--- src/rtl/if_prefetch_unit_pkg.sv ---
// Shared constants for the prefetching instruction-fetch stage.
// Widths, PC step and reset level used by the stage and its FIFO.
package if_prefetch_unit_pkg;

  localparam int   INST_ADDR_W = 32;
  localparam int   INST_W      = 32;
  localparam int   INST_BYTES  = 4;
  localparam logic RST_ENABLE  = 1'b0;

  // Counter width able to hold 0..depth inclusive.
  function automatic int cnt_w(input int depth);
    return $clog2(depth) + 1;
  endfunction

endpackage

--- src/rtl/if_prefetch_unit_fetch_fifo.sv ---
// Synchronous prefetch FIFO holding {pc, inst} pairs for ID.
// Head is read straight from storage; reads as zero while empty.
module fetch_fifo
  import if_prefetch_unit_pkg::*;
#(
  parameter int WIDTH = 64,
  parameter int DEPTH = 4
) (
  input  logic                    clk,
  input  logic                    rst,
  input  logic                    clr,
  input  logic                    push,
  input  logic [WIDTH-1:0]        din,
  input  logic                    pop,
  output logic [WIDTH-1:0]        dout,
  output logic                    empty,
  output logic                    full,
  output logic [cnt_w(DEPTH)-1:0] count
);

  localparam int PW = $clog2(DEPTH);
  localparam int CW = cnt_w(DEPTH);

  logic [WIDTH-1:0] mem [DEPTH];
  logic [PW-1:0]    wr_ptr;
  logic [PW-1:0]    rd_ptr;
  logic             do_push;
  logic             do_pop;

  assign empty   = (count == '0);
  assign full    = (count == CW'(DEPTH));
  assign do_push = push && !clr;
  assign do_pop  = pop && !clr && !empty;
  assign dout    = empty ? '0 : mem[rd_ptr];

  always_ff @(posedge clk) begin
    if (rst == RST_ENABLE) begin
      wr_ptr <= '0;
      rd_ptr <= '0;
      count  <= '0;
    end else if (clr) begin
      wr_ptr <= '0;
      rd_ptr <= '0;
      count  <= '0;
    end else begin
      if (do_push) wr_ptr <= wr_ptr + PW'(1);
      if (do_pop)  rd_ptr <= rd_ptr + PW'(1);
      unique case ({do_push, do_pop})
        2'b10:   count <= count + CW'(1);
        2'b01:   count <= count - CW'(1);
        default: ;
      endcase
    end
  end

  always_ff @(posedge clk) begin
    if (do_push && rst != RST_ENABLE)
      mem[wr_ptr] <= din;
  end

  a_no_underflow: assert property (
    @(posedge clk) disable iff (rst == RST_ENABLE)
    !(pop && !clr && empty));

endmodule

--- src/rtl/if_prefetch_unit.sv ---
// Instruction-fetch stage: credit-limited pipelined ROM requests,
// in-order response buffering, redirect flush with stale-word discard.
module if_prefetch_unit
  import if_prefetch_unit_pkg::*;
#(
  parameter int                ADDR_W   = INST_ADDR_W,
  parameter int                DATA_W   = INST_W,
  parameter int                DEPTH    = 4,
  parameter logic [ADDR_W-1:0] RESET_PC = '0
) (
  input  logic              clk,
  input  logic              rst,
  output logic              rom_req_o,
  output logic [ADDR_W-1:0] rom_addr_o,
  input  logic              rom_gnt_i,
  input  logic              rom_rvalid_i,
  input  logic [DATA_W-1:0] rom_data_i,
  output logic              id_valid_o,
  input  logic              id_ready_i,
  output logic [ADDR_W-1:0] id_pc_o,
  output logic [DATA_W-1:0] id_inst_o,
  input  logic              redirect_i,
  input  logic [ADDR_W-1:0] redirect_pc_i
);

  localparam int                CW   = cnt_w(DEPTH);
  localparam int                FW   = ADDR_W + DATA_W;
  localparam logic [ADDR_W-1:0] STEP = ADDR_W'(INST_BYTES);

  logic [ADDR_W-1:0] fpc;
  logic [ADDR_W-1:0] resp_pc;
  logic [ADDR_W-1:0] target;
  logic [CW-1:0]     outstanding;
  logic [CW-1:0]     out_nxt;
  logic [CW-1:0]     discard;
  logic [CW-1:0]     fifo_count;
  logic [CW:0]       credit_used;
  logic              issue;
  logic              resp;
  logic              push;
  logic              pop;
  logic              empty;
  logic              full;
  logic [FW-1:0]     head;

  assign target      = {redirect_pc_i[ADDR_W-1:2], 2'b00};
  assign credit_used = {1'b0, outstanding} + {1'b0, fifo_count};

  // Words in flight plus words buffered never exceed FIFO capacity.
  assign rom_req_o  = (rst != RST_ENABLE) && !redirect_i
                   && (credit_used < (CW+1)'(DEPTH));
  assign rom_addr_o = fpc;

  assign issue = rom_req_o && rom_gnt_i;
  assign resp  = rom_rvalid_i && (outstanding != '0);
  assign push  = resp && !redirect_i && (discard == '0);
  assign pop   = id_valid_o && id_ready_i && !redirect_i;

  always_comb begin
    out_nxt = outstanding;
    unique case ({issue, resp})
      2'b10:   out_nxt = outstanding + CW'(1);
      2'b01:   out_nxt = outstanding - CW'(1);
      default: ;
    endcase
  end

  always_ff @(posedge clk) begin
    if (rst == RST_ENABLE) begin
      fpc         <= RESET_PC;
      resp_pc     <= RESET_PC;
      outstanding <= '0;
      discard     <= '0;
    end else begin
      outstanding <= out_nxt;
      if (redirect_i) begin
        // Everything still in flight belongs to the old path.
        fpc     <= target;
        resp_pc <= target;
        discard <= out_nxt;
      end else begin
        if (issue) fpc <= fpc + STEP;
        if (push)  resp_pc <= resp_pc + STEP;
        if (resp && discard != '0)
          discard <= discard - CW'(1);
      end
    end
  end

  fetch_fifo #(
    .WIDTH (FW),
    .DEPTH (DEPTH)
  ) u_fifo (
    .clk   (clk),
    .rst   (rst),
    .clr   (redirect_i),
    .push  (push),
    .din   ({resp_pc, rom_data_i}),
    .pop   (pop),
    .dout  (head),
    .empty (empty),
    .full  (full),
    .count (fifo_count)
  );

  assign id_valid_o           = !empty;
  assign {id_pc_o, id_inst_o} = head;

  a_credit: assert property (
    @(posedge clk) disable iff (rst == RST_ENABLE)
    credit_used <= (CW+1)'(DEPTH));

  a_rvalid_orphan: assert property (
    @(posedge clk) disable iff (rst == RST_ENABLE)
    !(rom_rvalid_i && outstanding == '0));

  a_no_overflow: assert property (
    @(posedge clk) disable iff (rst == RST_ENABLE)
    !(push && full && !pop));

endmodule

--- config.mk ---
export PLATFORM = sky130hd
export DESIGN_NAME = if_prefetch_unit
export DESIGN_NICKNAME = d
export VERILOG_FILES = /design/src/rtl/if_prefetch_unit_pkg.sv /design/src/rtl/if_prefetch_unit_fetch_fifo.sv /design/src/rtl/if_prefetch_unit.sv
export SDC_FILE = /design/constraint.sdc
export NUM_CORES = 1
export LEC_CHECK = 0
export ABC_AREA = 1
export CORE_MARGIN = 2
export CORE_UTILIZATION = 52
export CTS_CLUSTER_DIAMETER = 150
export CTS_CLUSTER_SIZE = 30
export DETAILED_ROUTE_END_ITERATION = 7
export PLACE_DENSITY = 0.71
export SYNTH_ARGS = -nofsm -noshare
export SYNTH_HDL_FRONTEND = slang
export SYNTH_HIERARCHICAL = 1
export SYNTH_SLANG_ARGS = --single-unit
--- constraint.sdc ---
create_clock -name clk -period 10.7 [get_ports clk]
set_input_delay 2.14 -clock clk [delete_from_list [all_inputs] [get_ports clk]]
set_output_delay 2.14 -clock clk [all_outputs]
set_load 0.005 [all_outputs]
==> results.cfg <==
[run_status]
status = finished, final reports clean

[worst_setup_path]
cp_data_required_time_ps = 8560
cp_max_fo = 42
startpoint = rst
crit_family = buffers and inverters
cpPeakStageDelay_ps = 520
end_kind = output port
critPathBufInv = 4
startpoint_type = input port
crit_end = rom_req_o
r2r_setup_slack_ps = 7910
r2r_end = u_fifo/mem[3][62]$_DFFE_PP_
r2r-start = discard[0]$_SDFFE_PN0P_
cpMaxStageDelayCell = clkdlybuf4s50_1
worst-path-stages = 7
arrival_ps = 4200
path_cells = clkdlybuf4s50_1 -> buf_4 -> inv_4 -> nor2_4 -> nand2_2 -> nor2_4 -> clkdlybuf4s50_1
reg2reg_depth = 8
worst-setup-path-type = in -> out

[power]
ir_drop_mv = 0.0870
p_seq_share_pct = 61.7
internal-power_uw = 1800
p_sw_share_pct = 24.1
total_power_uw = 2370
p_per_area_nw_per_um2 = 136
power_switching_uw = 573
p_clk_share_pct = 28.0
combPwrFrac_pct = 10.4
leakage_uw = 0.00650

[timing]
tns_ps = 0
post-route-period-util_pct = 59.3
setup_viol = 0
finalMaxSlewViolations = 0
fmax_ghz = 0.158
hold_slack_ps = 478
worst_slew_pin_slew_ps = 1020
setup_ws_ps = 4360
fin_crit_ps = 6340
rsz0062_at_grt = no
final_hold_viol_count = 0
slew_headroom_pct = 32.2
skew_ps = 40.6

[grt]
grt_pass1_vias = 10900
grt_use_total_pct = 22.3
overflow = 0
grt_max_degree = 88
grt_pass1_wl_um = 55300
antenna_found_initial = 0

[cts]
cts_sinks = 331
cts.path.max_buffers = 3
insertion_delay_ps = 520
cts_buffers = 15
cts_tree = done
cts_setup_buffers = 0
cts_resized = 0
cts-root-buf = clkbuf_16
htree_num_levels = 1
ctsHoldBuffers = 0
clk_pin_slew_worst_paths_ps = 120

[route]
drc_errors = 0
via_per_inst = 5.29
vias = 11700
first_iter_violations = 920
wire_per_inst_um = 15.6
detail-route-antenna-nets = 0
wirelength_um = 34500
dr.pass1.iters = 5

[min_path]
hp-class = reg -> reg
whs_path_depth = 2

[yosys]
yosysWarnings = 6
syn_avg_cell_area_um2 = 8.97
syn_inst = 1695
syn_area_um2 = 15200

[layout]
final_common_cell = nand2_1
antennaDiodeCount = 0
final_nets = 1902
final_cell_mix = nand2_1 (517), edfxtp_1 (256), nor2_1 (245), clkdlybuf4s50_1 (162), a21oi_1 (128)
syn_to_final_growth_pct = 14.9
layout-drive-gt1-share_pct = 2.74

[floorplanning]
die_area_um2 = 30600
die_h_um = 175
initial_core_util_pct = 52.8
rows = 62
core_um2 = 28800
design.portCount = 168
die_x_um = 175

[placement]
finalWeightedCongestion = 0.918
port_buffers = 163
post-place-ws_ps = 4350
hpwl_um = 20800

[run]
maxCapViolCount = 0
## registers in the layout (all words and copies together), names as in the netlist, named ones only
name and flops:
discard 3, u_fifo/mem 256, rom_addr_o 30, u_fifo/rd_ptr 2, outstanding 3, u_fifo/count 3, resp_pc 30, u_fifo/wr_ptr 2
## worst min path at each step
stage,from,slack [ps],end
floorplan,discard[1]$_SDFFE_PN0P_,440,discard[1]$_SDFFE_PN0P_
global placement,discard[1]$_SDFFE_PN0P_,450,discard[1]$_SDFFE_PN0P_
global route,discard[1]$_SDFFE_PN0P_,510,discard[1]$_SDFFE_PN0P_
detailed placement,discard[1]$_SDFFE_PN0P_,460,discard[1]$_SDFFE_PN0P_
finish,discard[1]$_SDFFE_PN0P_,480,discard[1]$_SDFFE_PN0P_
CTS,discard[1]$_SDFFE_PN0P_,480,discard[1]$_SDFFE_PN0P_
## cell type report
class / count / area (um^2)
tap: 384 / 480
clock inverter: 2 / 38.8
multi-input combinational: 1172 / 5170
sequential: 331 / 9190
timing repair buffer: 174 / 1710
clock buffer: 24 / 409
inverter: 124 / 472
fill: 2441 / 11300
## power groups by stage
stage | sequential [uW] | clock, uW | combinational [uW]
floorplan | 1480 | 0 | 147
global placement | 1490 | 0 | 241
detailed placement | 1490 | 0 | 246
CTS | 1460 | 679 | 248
global route | 1470 | 719 | 280
finish | 1460 | 664 | 246
## through the flow
stage | area, um^2 | cells | util [%]
CTS | 17500 | 2211 | 60.7
global placement | 17000 | 2185 | 59.1
floorplan | 15200 | 1704 | -
finish | 17500 | 2211 | 60.7
global route | 17500 | 2211 | 60.7
detailed placement | 17000 | 2185 | 59.1
## metal layers
metal / share of wire (%) / GRT usage, %
met1: 44 / 31.8
met2: 47 / 37.1
met3: 6.5 / 2.05
met4: 1.8 / 5.49
met5: 0 / 0
## worst min-delay path, delay by kind of cell, from the launching register on
| kind | cells | cell delay (ps) |
|---|---|---|
| AOI/OAI and AO/OA | 1 | 50 |
| and+or+nand+nor | 1 | 60 |
| DFF | 1 | 330 |
(Power assumes the default switching activity.)
